===== src/rtl/ddr3_pkg.sv =====
// Shared DDR3 command encoding and words-per-command helpers (host and controller side).
package ddr3_pkg;

    localparam logic [2:0] CMD_IDLE = 3'd0;
    localparam logic [2:0] CMD_SCR  = 3'd1;
    localparam logic [2:0] CMD_SCW  = 3'd2;
    localparam logic [2:0] CMD_BLR  = 3'd3;
    localparam logic [2:0] CMD_BLW  = 3'd4;
    localparam logic [2:0] CMD_ATR  = 3'd5;
    localparam logic [2:0] CMD_ATW  = 3'd6;

    // Data words a command consumes from the write path; BLW carries (sz+1)*8.
    function automatic logic [5:0] cmd_words(input logic [2:0] cmd, input logic [1:0] sz);
        case (cmd)
            CMD_SCW, CMD_ATW, CMD_ATR: return 6'd1;
            CMD_BLW:                   return ({4'd0, sz} + 6'd1) << 3;
            default:                   return 6'd0;
        endcase
    endfunction

    function automatic logic cmd_illegal(input logic [2:0] cmd);
        return (cmd == 3'd0) || (cmd == 3'd7);
    endfunction

endpackage


===== src/rtl/ddr3_host_sequencer_if.sv =====
// Host-facing request / write-data / read-response bundle of the sequencer.
interface ddr3_host_sequencer_if;
    logic        req_valid;
    logic        req_ready;
    logic [2:0]  req_cmd;
    logic [25:0] req_addr;
    logic [1:0]  req_sz;
    logic [2:0]  req_op;
    logic        wr_valid;
    logic        wr_ready;
    logic [15:0] wr_data;
    logic        rsp_valid;
    logic        rsp_ready;
    logic [15:0] rsp_data;
    logic [25:0] rsp_addr;
    logic        err_cmd;

    modport master (
        output req_valid, req_cmd, req_addr, req_sz, req_op, wr_valid, wr_data, rsp_ready,
        input  req_ready, wr_ready, rsp_valid, rsp_data, rsp_addr, err_cmd
    );
    modport slave (
        input  req_valid, req_cmd, req_addr, req_sz, req_op, wr_valid, wr_data, rsp_ready,
        output req_ready, wr_ready, rsp_valid, rsp_data, rsp_addr, err_cmd
    );
endinterface


===== src/rtl/ddr3_host_sequencer_fifo.sv =====
// Generic synchronous FIFO with show-ahead head; a push into a full FIFO is taken
// when a pop happens in the same cycle.
module FIFO #(
    parameter int DEPTH_P2 = 5,
    parameter int WIDTH    = 16
) (
    input  logic                clk,
    input  logic                reset,
    input  logic [WIDTH-1:0]    din,
    input  logic                push,
    input  logic                pop,
    output logic [WIDTH-1:0]    dout,
    output logic                full,
    output logic                empty,
    output logic [DEPTH_P2:0]   fillcount
);
    localparam int DEPTH = 1 << DEPTH_P2;
    localparam int CW    = DEPTH_P2 + 1;

    logic [WIDTH-1:0]    mem [DEPTH];
    logic [DEPTH_P2-1:0] rd_ptr, wr_ptr;
    logic                do_push, do_pop;

    assign full    = (fillcount == CW'(DEPTH));
    assign empty   = (fillcount == '0);
    assign dout    = mem[rd_ptr];
    assign do_pop  = pop && !empty;
    assign do_push = push && (!full || do_pop);

    // Storage write; contents need no reset since the count gates visibility.
    always_ff @(posedge clk) begin
        if (do_push) mem[wr_ptr] <= din;
    end

    // Pointer and occupancy bookkeeping.
    always_ff @(posedge clk) begin
        if (reset) begin
            rd_ptr    <= '0;
            wr_ptr    <= '0;
            fillcount <= '0;
        end else begin
            if (do_push) wr_ptr <= wr_ptr + 1'b1;
            if (do_pop)  rd_ptr <= rd_ptr + 1'b1;
            fillcount <= fillcount + CW'(do_push) - CW'(do_pop);
        end
    end
endmodule


===== src/rtl/ddr3_host_sequencer.sv =====
// Host request sequencer: stages write data, issues commands with gap-free block
// write bursts, and drains the controller return FIFO into a 2-entry skid buffer.
module ddr3_host_sequencer
    import ddr3_pkg::*;
#(
    parameter int WDEPTH_P2  = 5,
    parameter int CTRL_DEPTH = 32
) (
    input  logic                  clk,
    input  logic                  reset,
    ddr3_host_sequencer_if.slave  host,
    output logic [2:0]            ctrl_cmd,
    output logic [25:0]           ctrl_addr,
    output logic [1:0]            ctrl_sz,
    output logic [2:0]            ctrl_op,
    output logic [15:0]           ctrl_din,
    input  logic                  ctrl_ready,
    input  logic                  ctrl_notfull,
    input  logic [5:0]            ctrl_fillcount,
    output logic                  ctrl_read,
    input  logic [15:0]           ctrl_dout,
    input  logic [25:0]           ctrl_raddr,
    input  logic                  ctrl_validout
);
    localparam logic [1:0] S_IDLE  = 2'd0;
    localparam logic [1:0] S_ISSUE = 2'd1;
    localparam logic [1:0] S_BURST = 2'd2;
    localparam logic [1:0] S_GAP   = 2'd3;

    logic [1:0]           state;
    logic [4:0]           burst_cnt;
    logic [WDEPTH_P2:0]   stage_cnt;
    logic [15:0]          stage_head;
    logic                 stage_full, stage_empty;
    logic                 pop, push, accept, illegal, adm_ok;
    logic [5:0]           need, w_cur;

    FIFO #(.DEPTH_P2(WDEPTH_P2), .WIDTH(16)) u_stage (
        .clk(clk), .reset(reset), .din(host.wr_data), .push(push), .pop(pop),
        .dout(stage_head), .full(stage_full), .empty(stage_empty), .fillcount(stage_cnt)
    );

    // Admission, staging pop and data-out steering; ATR also consumes its operand word.
    always_comb begin
        illegal        = cmd_illegal(host.req_cmd);
        need           = cmd_words(host.req_cmd, host.req_sz);
        w_cur          = cmd_words(ctrl_cmd, ctrl_sz);
        adm_ok         = ctrl_ready && ctrl_notfull
                         && (int'(stage_cnt) >= int'(need))
                         && ((CTRL_DEPTH - int'(ctrl_fillcount)) >= int'(need));
        host.req_ready = !reset && (state == S_IDLE) && (illegal || adm_ok);
        accept         = host.req_valid && host.req_ready;
        pop            = !reset && !stage_empty
                         && (((state == S_ISSUE) && (w_cur != 6'd0)) || (state == S_BURST));
        ctrl_din       = pop ? stage_head : 16'd0;
        host.wr_ready  = !stage_full || pop;
        push           = host.wr_valid && host.wr_ready;
    end

    // Command FSM: register on accept, one ISSUE cycle, optional burst, one GAP cycle.
    always_ff @(posedge clk) begin
        if (reset) begin
            state        <= S_IDLE;
            burst_cnt    <= '0;
            ctrl_cmd     <= '0;
            ctrl_addr    <= '0;
            ctrl_sz      <= '0;
            ctrl_op      <= '0;
            host.err_cmd <= 1'b0;
        end else begin
            host.err_cmd <= 1'b0;
            case (state)
                S_IDLE: if (accept) begin
                    if (illegal) begin
                        host.err_cmd <= 1'b1;
                        state        <= S_GAP;
                    end else begin
                        ctrl_cmd  <= host.req_cmd;
                        ctrl_addr <= host.req_addr;
                        ctrl_sz   <= host.req_sz;
                        ctrl_op   <= host.req_op;
                        state     <= S_ISSUE;
                    end
                end
                S_ISSUE: begin
                    ctrl_cmd <= CMD_IDLE;
                    if (ctrl_cmd == CMD_BLW) begin
                        burst_cnt <= 5'(w_cur - 6'd2);
                        state     <= S_BURST;
                    end else begin
                        state <= S_GAP;
                    end
                end
                S_BURST: begin
                    if (burst_cnt == 5'd0) state <= S_GAP;
                    else                   burst_cnt <= burst_cnt - 1'b1;
                end
                default: state <= S_IDLE;
            endcase
        end
    end

    // Return path: skid buffer storage and pointers.
    logic        read_q, sk_pop;
    logic [1:0]  sk_cnt;
    logic        sk_wp, sk_rp;
    logic [15:0] sk_data [2];
    logic [25:0] sk_addr [2];

    // Pop the controller at most every other cycle to absorb validout's one-cycle lag.
    always_comb begin
        ctrl_read      = !reset && ctrl_validout && !read_q && (sk_cnt != 2'd2);
        host.rsp_valid = (sk_cnt != 2'd0);
        sk_pop         = host.rsp_valid && host.rsp_ready;
        host.rsp_data  = sk_data[sk_rp];
        host.rsp_addr  = sk_addr[sk_rp];
    end

    // Skid buffer capture on ctrl_read, release on response handshake.
    always_ff @(posedge clk) begin
        if (reset) begin
            read_q <= 1'b0;
            sk_cnt <= '0;
            sk_wp  <= 1'b0;
            sk_rp  <= 1'b0;
            for (int i = 0; i < 2; i++) begin
                sk_data[i] <= '0;
                sk_addr[i] <= '0;
            end
        end else begin
            read_q <= ctrl_read;
            if (ctrl_read) begin
                sk_data[sk_wp] <= ctrl_dout;
                sk_addr[sk_wp] <= ctrl_raddr;
                sk_wp          <= ~sk_wp;
            end
            if (sk_pop) sk_rp <= ~sk_rp;
            sk_cnt <= sk_cnt + 2'(ctrl_read) - 2'(sk_pop);
        end
    end
endmodule


===== src/flat_wrapper.sv =====
// flat-port wrapper written by rule: the top's interface ports become plain ports
module ddr3_host_sequencer_flat import ddr3_pkg::*;
#(
    parameter int WDEPTH_P2  = 5,
    parameter int CTRL_DEPTH = 32
)
  (clk, reset, ctrl_cmd, ctrl_addr, ctrl_sz, ctrl_op, ctrl_din, ctrl_ready, ctrl_notfull, ctrl_fillcount, ctrl_read, ctrl_dout, ctrl_raddr, ctrl_validout, host_req_valid, host_req_cmd, host_req_addr, host_req_sz, host_req_op, host_wr_valid, host_wr_data, host_rsp_ready, host_req_ready, host_wr_ready, host_rsp_valid, host_rsp_data, host_rsp_addr, host_err_cmd);
  ddr3_host_sequencer_if host_i ();
  input  logic clk;
  input  logic reset;
  output logic [2:0] ctrl_cmd;
  output logic [25:0] ctrl_addr;
  output logic [1:0] ctrl_sz;
  output logic [2:0] ctrl_op;
  output logic [15:0] ctrl_din;
  input  logic ctrl_ready;
  input  logic ctrl_notfull;
  input  logic [5:0] ctrl_fillcount;
  output logic ctrl_read;
  input  logic [15:0] ctrl_dout;
  input  logic [25:0] ctrl_raddr;
  input  logic ctrl_validout;
  input wire logic [$bits(host_i.req_valid)-1:0] host_req_valid;
  input wire logic [$bits(host_i.req_cmd)-1:0] host_req_cmd;
  input wire logic [$bits(host_i.req_addr)-1:0] host_req_addr;
  input wire logic [$bits(host_i.req_sz)-1:0] host_req_sz;
  input wire logic [$bits(host_i.req_op)-1:0] host_req_op;
  input wire logic [$bits(host_i.wr_valid)-1:0] host_wr_valid;
  input wire logic [$bits(host_i.wr_data)-1:0] host_wr_data;
  input wire logic [$bits(host_i.rsp_ready)-1:0] host_rsp_ready;
  output wire logic [$bits(host_i.req_ready)-1:0] host_req_ready;
  output wire logic [$bits(host_i.wr_ready)-1:0] host_wr_ready;
  output wire logic [$bits(host_i.rsp_valid)-1:0] host_rsp_valid;
  output wire logic [$bits(host_i.rsp_data)-1:0] host_rsp_data;
  output wire logic [$bits(host_i.rsp_addr)-1:0] host_rsp_addr;
  output wire logic [$bits(host_i.err_cmd)-1:0] host_err_cmd;
  assign host_i.req_valid = host_req_valid;
  assign host_i.req_cmd = host_req_cmd;
  assign host_i.req_addr = host_req_addr;
  assign host_i.req_sz = host_req_sz;
  assign host_i.req_op = host_req_op;
  assign host_i.wr_valid = host_wr_valid;
  assign host_i.wr_data = host_wr_data;
  assign host_i.rsp_ready = host_rsp_ready;
  assign host_req_ready = host_i.req_ready;
  assign host_wr_ready = host_i.wr_ready;
  assign host_rsp_valid = host_i.rsp_valid;
  assign host_rsp_data = host_i.rsp_data;
  assign host_rsp_addr = host_i.rsp_addr;
  assign host_err_cmd = host_i.err_cmd;
  ddr3_host_sequencer #(.WDEPTH_P2(WDEPTH_P2), .CTRL_DEPTH(CTRL_DEPTH)) u_core (.clk(clk), .reset(reset), .host(host_i), .ctrl_cmd(ctrl_cmd), .ctrl_addr(ctrl_addr), .ctrl_sz(ctrl_sz), .ctrl_op(ctrl_op), .ctrl_din(ctrl_din), .ctrl_ready(ctrl_ready), .ctrl_notfull(ctrl_notfull), .ctrl_fillcount(ctrl_fillcount), .ctrl_read(ctrl_read), .ctrl_dout(ctrl_dout), .ctrl_raddr(ctrl_raddr), .ctrl_validout(ctrl_validout));
endmodule

===== config.mk =====
export PLATFORM = sky130hd
export DESIGN_NAME = ddr3_host_sequencer_flat
export DESIGN_NICKNAME = d
export VERILOG_FILES = /design/src/rtl/ddr3_pkg.sv /design/src/rtl/ddr3_host_sequencer_if.sv /design/src/rtl/ddr3_host_sequencer_fifo.sv /design/src/rtl/ddr3_host_sequencer.sv /design/src/flat_wrapper.sv
export SDC_FILE = /design/constraint.sdc
export NUM_CORES = 1
export LEC_CHECK = 0
export BUFFER_PORTS_ARGS = -buffer_cell sky130_fd_sc_hd__buf_4
export CORE_MARGIN = 4
export CORE_UTILIZATION = 50
export CTS_BUF_LIST = sky130_fd_sc_hd__clkbuf_8
export DETAILED_ROUTE_END_ITERATION = 10
export PLACE_DENSITY = 0.71
export RECOVER_POWER = 25
export SETUP_SLACK_MARGIN = 0.4
export SLEW_MARGIN = 20
export SYNTH_ARGS = -nofsm -noshare
export SYNTH_HDL_FRONTEND = slang
export SYNTH_SLANG_ARGS = --single-unit

===== constraint.sdc =====
create_clock -name clk -period 8.3 [get_ports clk]
set_input_delay 1.66 -clock clk [delete_from_list [all_inputs] [get_ports clk]]
set_output_delay 1.66 -clock clk [all_outputs]
set_load 0.01 [all_outputs]

; Word level (Yosys, flattened, before mapping)
; Memory sizes are Yosys's and may differ from the RTL's. A register that Yosys moved wholly into a read port is not among the register bits.
; Cells that the tools add are included.
; W data, S select, Z words.
[op_classes]
addsub = 11
order_cmp = 2
n_eq_ne = 18
n_mux = 34
bitwise_logic = 5
reduce_logical = 42
[op_table]
columns = cell, count
row1 = $ge A32 B7 Y1, 1
row2 = $mux W16, 2
row3 = $mux W26, 1
row4 = $reduce_or A26 Y1, 1
row5 = $pmux W6 S2, 2
row6 = $eq A3 B3 Y1 const B, 7
row7 = $mux W5, 4
row8 = $mux W1, 17
row9 = $logic_and A1 B1 Y1, 16
row10 = $reduce_or A16 Y1, 1
row11 = $add A5 B1 Y5 const B, 2
row12 = $ne A2 B2 Y1 const B, 5
row13 = $pmux W5 S2, 1
row14 = $reduce_and A3 Y1, 3
row15 = $reduce_or A3 Y1, 3
row16 = $sub A6 B6 Y7 const A, 1
row17 = $add A2 B1 Y3 const B, 2
row18 = $add A6 B1 Y6, 1
row19 = $eq A3 B2 Y1 const B, 2
row20 = $eq A6 B6 Y1 const B, 1
row21 = $ge A6 B6 Y1, 1
row22 = $logic_not A6 Y1, 1
row23 = $mux W2, 3
row24 = $mux W3, 2
row25 = 19 further kinds, 32
[word_totals]
register_bits = 63
ram_bits = 596
in_bits = 106
wordCells = 129
n_memories = 3
[mem_list]
columns = memory, depth, width, read_ports, rd_clocked_by_memory_dff, write_ports, line
row1 = u_core.u_stage.mem, 32, 16, 1, 1, 1, ddr3_host_sequencer_fifo.sv:20  ; logic [WIDTH-1:0] mem [DEPTH];
row2 = u_core.sk_addr, 2, 26, 1, 1, 2, ddr3_host_sequencer.sv:108  ; logic [25:0] sk_addr [2];
row3 = u_core.sk_data, 2, 16, 1, 1, 2, ddr3_host_sequencer.sv:107  ; logic [15:0] sk_data [2];

; Depth between registers and ports, before layout
; Gate-level depths: netlist of run 1.
[depth]
depth_word = 12
ltp_mapped = 16
ltp_nobuf = 15

; Modules after synthesis
; From an unflattened synthesis of run 1, not the netlist that was laid out.
[hier_totals]
cells_unflattened = 1622
area_unflattened_um2 = 27161.0
[by_module_without_submodules]
columns = mod, n_inst, cells_per_inst, area_per_inst_um2, seq_area_each_um2
row1 = FIFO, 1, 1066, 20716.1, 15795.1
row2 = ddr3_host_sequencer, 1, 556, 6444.9, 3483.3

; Least setup slack after synthesis of run 1
; OpenSTA, ideal clock, no wires.
[synth_path]
kind = input to output
start = input port host_req_cmd[1]
end = output port host_req_ready
t_arrival_ps = 3466
required_ps = 6640
path_slack_ps = 3174
stages = 8
path_buffers = 1
cell_sequence = nor3b_1 nand2b_1 ha_1 o41ai_1 a211oi_1 clkbuf_1 nand2_1 a21oi_1
[synth_between]
elab_chain_len = 8
word_cells_on_any_way = 15
classes_between = 2 x order compare / 5 x eq/ne / 1 x mux / 7 x reduce/logical
[synth_lines]
columns = item, line
row1 = "start, declared", flat_wrapper.sv:24  ; input wire logic [$bits(host_i.req_cmd)-1:0] host_req_cmd;
row2 = "parallel branches: the longest is 6 deep, another holds $ge A32 B7 Y1", n/a
row3 = $logic_or A1 B1 Y1 *, ddr3_host_sequencer.sv:51  ; host.req_ready = !reset && (state == S_IDLE) && (illegal || adm_ok);
row4 = $logic_and A1 B1 Y1 *, ddr3_host_sequencer.sv:51
row5 = "end, declared", flat_wrapper.sv:31  ; output wire logic [$bits(host_i.req_ready)-1:0] host_req_ready;
; Every way passes the cells marked *.

; Final worst setup path of run 1
; Same ends and word-level chain as after synthesis.

==> results of run 1 <==
==> registers in the layout, summed over array words and instances (netlist names), 3 cells and up, named ones only <==
name and count:
u_core.sk_addr 52, u_core.ctrl_cmd 3, u_core.u_stage.wr_ptr 5, u_core.ctrl_op 3
u_core.u_stage.mem 512, u_core.ctrl_addr 26, u_core.sk_data 32, u_core.u_stage.rd_ptr 5
u_core.burst_cnt 5, u_core.u_stage.fillcount 6
==> metrics by stage <==
stage,total power (W),hold slack [ns]
after floorplan,0.004676,0.4419
after global placement,0.005060,0.4537
after detailed placement,0.005102,0.4643
after CTS,0.007616,0.4723
after global routing,0.007896,0.5044
final,0.007535,0.4768
==> logic make-up after synthesis <==
group           after synthesis
flops                       665
simple gates                282
mux                         208
compound gates              160
buf+inv                     116
fa+ha+maj                    34
xor+xnor                     15
==> critical path, stage by stage <==
cell     delay (ns)
buf_4          0.12
nor3b_1        0.34
nand2_1        0.15
ha_1           0.33
nand3_1        0.08
a31oi_1        0.21
o21a_1         0.89
nand2_1        0.13
a21oi_1        0.21
buf_4          0.14
==> cell usage in the layout (no fill, tap or decap), types with 6 or more instances in the layout <==
| cell type | Yosys | layout |
|---|---|---|
| nor2b_1 | 27 | 27 |
| nor2_1 | 61 | 60 |
| xnor2_1 | 8 | 8 |
| ha_1 | 33 | 33 |
| clkinv_1 | 0 | 27 |
| mux4_2 | 144 | 144 |
| nand2_1 | 16 | 16 |
| nand3_1 | 13 | 13 |
| edfxtp_1 | 596 | 596 |
| and2_1 | 48 | 48 |
| a21o_1 | 6 | 6 |
| a22o_1 | 16 | 16 |
| clkbuf_1 | 62 | 15 |
| nand4_1 | 33 | 33 |
| o21ai_0 | 36 | 36 |
| inv_1 | 22 | 53 |
| mux2i_1 | 18 | 18 |
| mux2_2 | 44 | 44 |
| clkbuf_8 | 0 | 109 |
| xor2_1 | 7 | 7 |
| clkinv_2 | 0 | 12 |
| a21oi_1 | 63 | 63 |
| dfxtp_1 | 69 | 64 |
| buf_4 | 4 | 229 |
| a211oi_1 | 18 | 17 |
| and3_1 | 46 | 46 |
| nand2b_1 | 10 | 10 |
==> metal layers <==
| metal | vias up | track usage | wire length [um] | part of all wire |
|---|---|---|---|---|
| met2 | 563 | 0.3336 | 29430 | 0.50 |
| met4 | 0 | 0.06453 | 1268 | 0.021 |
| met3 | 111 | 0.04267 | 4442 | 0.075 |
| met5 | - | 0 | 0 | 0 |
| met1 | 7337 | 0.2866 | 24050 | 0.41 |
| li1 | 6443 | - | - | - |
==> power breakdown <==
group / internal (W) / total, W / switching [W]
clock network: 0.00128 / 0.00252 / 0.00124
logic: 0.000535 / 0.00115 / 0.000612
registers: 0.00377 / 0.00387 / 0.0000987
total: 0.00559 / 0.00754 / 0.00195
==> worst max path at each step <==
| stage | end | depth (start not counted) |
|---|---|---|
| after detailed placement | host_req_ready | 10 |
| final | host_req_ready | 10 |
| after global routing | host_req_ready | 10 |
| after CTS | host_req_ready | 10 |
| after global placement | host_req_ready | 10 |
| after floorplan | host_req_ready | 8 |
==> area by class of cell <==
cell class,count,share of cell area
Multi-Input combinational cell,699,0.2291
Clock inverter,79,0.01281
Timing Repair Buffer,246,0.05816
Clock buffer,109,0.04829
Sequential cell,665,0.6210
Tap cell,688,0.02771
Antenna cell,1,0.00008055
Inverter,23,0.002779
==> impl_results.md, run 1 <==
- Hold WC Path Type: flip-flop to flip-flop
- Placer congestion estimate: 0.8104
- Min Clock Period, post-route: 5.931 ns
- Arrival @ worst endpoint: 4.27 ns
- XOR/XNOR Fraction of Synth Area: 0.004886
- Hold Buf Count CTS: 0
- Setup Buffers After CTS: 0
- Reg area: around 0.019 mm^2
- Unique masters post-synth: 64
- Slew HR: 0.04136
- Mux contribution to synthesized area: 0.1466
- Clock latency on the worst-skew pair: roughly 0.7 ns
- CTS max path bufs: 3
- Multi-input logic area: about 0.0071 mm^2
- Root Driver: clkbuf_8
- Placed insts: 2321
- Most frequent cell after synthesis: edfxtp_1
- Overflow after GRT: 0
- Post-DP HPWL: 35.33 mm
- Die width: 239.9 um
- Via Count: 14450
- Pwr Density: 242.6 mW/mm^2
- Filler instances: 3881
- Die Ht: 239.9 um
- I/O pin count: 203
- Initial antenna violation count: 1
- Critical path fanouts, max: 33
- Post-synth top area cell: edfxtp_1
- Pre-CTS setup slack: 2.463 ns
- Leakage: 10.62 nW
- Number of synthesized flops with an enable pin: 596
- CP Launch Type: input port
- Mapped Cells: 1480
- Combinational family with the most area after synthesis: multiplexers
- Outcome: completed
- Die ar.: ~0.058 mm^2
- Clk sinks: 665
- Clk pin slew, worst setup/hold paths: roughly 0.060 ns
- Worst min-delay path endpoint: u_core.burst_cnt[4]
- Design area: 0.03106 mm^2
- Sequential-to-total area share from yosys stat: 0.7171
- ANT nets after route: 0
- Synth Area per Inst: 18.17 um^2
- Post-synth ARST share: 0
- WL/cell: 23.59 um
- Adder-cell share of the synthesized area: 0.01610
- Synth top area cells: edfxtp_1, mux4_2, dfxtp_1
- Final Hold Vio Count: 0
- Setup WS post-layout: approximately 2.4 ns
- Cts repair resizes: 0
- Area delta synth->final: 15.54%
- Core Footprint: ~0.053 mm^2
- Area share of and/or/nand/nor cells after synthesis: 0.05961
- Worst Hold Launch: u_core.burst_cnt[4]
- 1st-iter DRT viols: 1275
- Commonest cells post-synth: edfxtp_1, mux4_2, dfxtp_1
- Compound-gate portion of the synthesized area: 0.03658
- Worst setup startpoint: host_req_cmd[1]
- Synth warn: 0
- Max_cap viols: 0
- Final setup vio count: 0
- DR vias/cell: 5.759
- Global-route wire length before repair: 89.60 mm
- Reg2reg start: u_core.ctrl_sz[0]
- Area of the mapped netlist: 0.02689 mm^2
- Crit end category: output pin
- Total wire length: about 59 mm
- Core Util, Final: 0.5876
- Final nets: between 1500 and 2000
- Syn nets: between 1500 and 2000
- Final worst path period share: 0.7146
- IO Port Bufs: between 200 and 250
- Worst Hold Depth: 2
- Num CTS Buffers: 104
- First drt pass iteration count: 5
- #FFs+latches synth: about 670
- RSZ-0062 raised after global routing: no
- Share of post-route cells with drive strength above 1: 0.3125
- VDD IR-drop max: about 0.19 mV
- Setup TNS: 0 ns
- R2R cell count: 13
- Placed inst area: ~0.03 mm^2
- Rows: 84
- TritonCTS clock tree: yes
- Slew @ Worst Pin: 1.438 ns
- Reg2reg end: u_core.u_stage.fillcount[5]
- Synth top area share: 0.6657
- Largest net degree at the start of global routing: 75
- Number of global-route vias before repair: 15060
- Count of pins over their slew limit: 0
- Initial core utilization: 0.5086
- Post-route insts no fill: 2510
- GRT Total Usage: 0.2062
- Max Clock Skew: 0.03868 ns
- Main synth FF type: edfxtp_1
- Max Clk Rate: around 170 MHz
- Critical path required time: 6.64 ns
- H-tree levels: 3
- DRC errors left: 0
- R2R Setup Slk: 4.73 ns
- CP Class: input port to output pin
No activity file was read; power rests on OpenSTA's default activity.
==> run 2, diff against run 1 <==
clock period = 5.47 ns   (was 8.3 ns; I/O delays follow)
==> impl_results.md, run 2 (synthesis results as in run 1) <==
- Outcome: completed
- Via Count: 14600 (+1.0%)
- Final nets: 1889 (+0.53%)
- CP Cell Sequence: buf_4 -> mux4_2 -> nor2b_1 -> a211oi_1 -> a21oi_1 -> a22o_1 -> buf_4
- Pwr Density: 369.7 mW/mm^2 (+52%)
- I/O pin count: 203 (unchanged)
- Slew @ Worst Pin: 1.435 ns (-0.002638 ns)
- Min Clock Period, post-route: around 4.6 ns
- Switching Share: 0.2571 (-0.001636)
- Clock share of power: 0.341 (+0.007)
- R2R Setup Slk: 1.90 ns (-2.83 ns)
- ANT nets after route: 0 (unchanged)
- Share of post-route cells with drive strength above 1: 0.3179 (+0.005419)
- Leakage: 10.76 nW (+1.3%)
- CP Class: flip-flop to output pin
- Slew HR: 0.04312 (+0.001759)
- Reg2reg start: u_core.ctrl_sz[0]
- Placer congestion estimate: 0.8160 (+0.69%)
- P_int: 0.008584 W (+54%)
- Crit end category: output pin
- Largest Register: u_core.u_stage.mem
- Worst path max stage delay: 0.86 ns (-0.03 ns)
- Hold Buf Count CTS: 0 (unchanged)
- DRC errors left: 0 (unchanged)
- R2R cell count: 13 (unchanged)
- GRT Total Usage: 0.2072 (+0.0009772)
- Setup Buffers After CTS: 0 (unchanged)
- VDD IR-drop max: 0.2005 mV (+5.0%)
- Root Driver: clkbuf_8
- Biggest regs: u_core.u_stage.mem x512, u_core.sk_addr x52, u_core.sk_data x32
- Highest-count cells in the layout ignoring fill and taps: edfxtp_1, buf_4, mux4_2, clkbuf_8, dfxtp_1
- Number of global-route vias before repair: 15280 (+1.5%)
- WL/cell: 23.53 um (-0.23%)
- 1st-iter DRT viols: 1357 (+6.4%)
- Clock latency on the worst-skew pair: 0.70 ns (about the same)
- Max FFs per register: 512 (unchanged)
- IO Port Bufs: 202 (unchanged)
- Post-DP HPWL: 35.45 mm (+0.33%)
- First drt pass iteration count: 5 (unchanged)
- Commonest non-fill, non-tap cell in the layout: edfxtp_1
- Max_cap viols: 0 (unchanged)
- Final worst path period share: 0.8446
- TritonCTS clock tree: yes
- Num CTS Buffers: 106 (+1.9%)
- End point of the critical path: ctrl_din[1]
- Clk pin slew, worst setup/hold paths: 0.06 ns (about the same)
- Max Clock Skew: 0.03919 ns (+0.0005147 ns)
- Overflow after GRT: 0 (unchanged)
- Final Hold Vio Count: 0 (unchanged)
- Largest net degree at the start of global routing: 73 (-2.7%)
- DR vias/cell: 5.787 (+0.50%)
- Reg2reg end: u_core.u_stage.fillcount[5]
- CP dominant cell by count: buf_4
- CTS max path bufs: 3 (unchanged)
- Total wire length: 59.37 mm (+0.29%)
- RSZ-0062 raised after global routing: no
- Cts repair resizes: 0 (unchanged)
- Gate power share: 0.151 (about the same)
- Max stage delay cell, worst path: dfxtp_4
- Die width: 239.9 um (unchanged)
- Rows: 84 (unchanged)
- Critical path required time: 4.38 ns (-2.26 ns)
- Arrival @ worst endpoint: 3.53 ns (-0.74 ns)
- Max Clk Rate: approximately 220 MHz
- Area delta synth->final: 16.23%
- Sequential share of power: 0.508 (-0.006)
- Initial antenna violation count: 2 (+1)
- CP Launch Type: flip-flop
- Critical path fanouts, max: 37 (+12%)
- Clk sinks: 665 (unchanged)
- Initial core utilization: 0.5086 (unchanged)
- Final setup vio count: 0 (unchanged)
- Die ar.: 0.05754 mm^2 (unchanged)
- Sw power: 0.002971 W (+52%)
- Global-route wire length before repair: 90.20 mm (+0.67%)
- Pre-CTS setup slack: 0.7070 ns (-1.756 ns)
- Setup WS post-layout: 0.8502 ns (-1.519 ns)
- Die Ht: 239.9 um (unchanged)
- Setup TNS: 0 ns (unchanged)
- Core Footprint: 0.05287 mm^2 (unchanged)
- H-tree levels: 3 (unchanged)
- Count of pins over their slew limit: 0 (unchanged)
- Hold WC Path Type: flip-flop to flip-flop
[run 2: cell count changes in the layout (fill, tap and decap cells not counted), moves of 4 or more]
| cell | before | now |
|---|---|---|
| clkinv_2 | 12 | 8 |
| inv_1 | 53 | 62 |
| clkbuf_8 | 109 | 119 |
| buf_4 | 229 | 237 |
| clkinv_1 | 27 | 19 |
[run 2: layout make-up]
type                       count  area [um^2]
fill                        3851        21620
sequential                   665        19290
multi-input combinational    699         7119
timing repair buffer         254         1892
clock buffer                 119         1638
tap                          688        860.8
clock inverter                74        359.1
inverter                      23        86.33
antenna                        1        2.502
[run 2: metrics by stage]
step	utilization	hold slack, ns	total power [W]	instance area (um^2)	std cells
6_report	0.5911	0.4719	0.01155	31250	2523
5_1_grt	0.5911	0.4910	0.01212	31250	2523
4_1_cts	0.5920	0.4732	0.01169	31300	2522
3_5_place_dp	0.5542	0.4650	0.007737	29300	2329
3_3_place_gp	0.5542	0.4542	0.007686	29300	2329
2_1_floorplan	-	0.4419	0.007095	26890	1480
[run 2: how the worst min path moves through the flow]
stage,start,endpoint,slack [ns],cells after the start
floorplan,u_core.burst_cnt[4],u_core.burst_cnt[4],0.44,2
global placement,u_core.burst_cnt[4],u_core.burst_cnt[4],0.45,2
detailed placement,u_core.ctrl_addr[16],u_core.ctrl_addr[16],0.46,2
CTS,u_core.ctrl_addr[16],u_core.ctrl_addr[16],0.47,2
global route,u_core.ctrl_addr[15],u_core.ctrl_addr[15],0.49,2
finish,u_core.ctrl_addr[3],u_core.ctrl_addr[3],0.47,2
[run 2: metal layers]
metal	GRT usage	vias up	share of wire
met3	0.04978	106	0.073
li1	-	6470	-
met2	0.3400	549	0.50
met5	0	-	0
met4	0.06611	0	0.025
met1	0.2781	7476	0.40
[run 2: critical path: cells and delay by family, from the launching register on]
| kind | cells | cell delay (ns) |
|---|---|---|
| AND/OR/NAND/NOR | 1 | 0.15 |
| multiplexers | 1 | 0.53 |
| flip-flops | 1 | 0.86 |
| AO/OA/AOI/OAI | 3 | 0.76 |
| buffers and inverters | 2 | 0.51 |
[run 2: power groups by stage]
stage,clock (W),combinational (W),sequential [W]
floorplan,0,0.00122,0.00588
global placement,0,0.00172,0.00597
detailed placement,0,0.00176,0.00598
CTS,0.00405,0.00177,0.00587
global route,0.00431,0.00192,0.00589
finish,0.00394,0.00174,0.00587
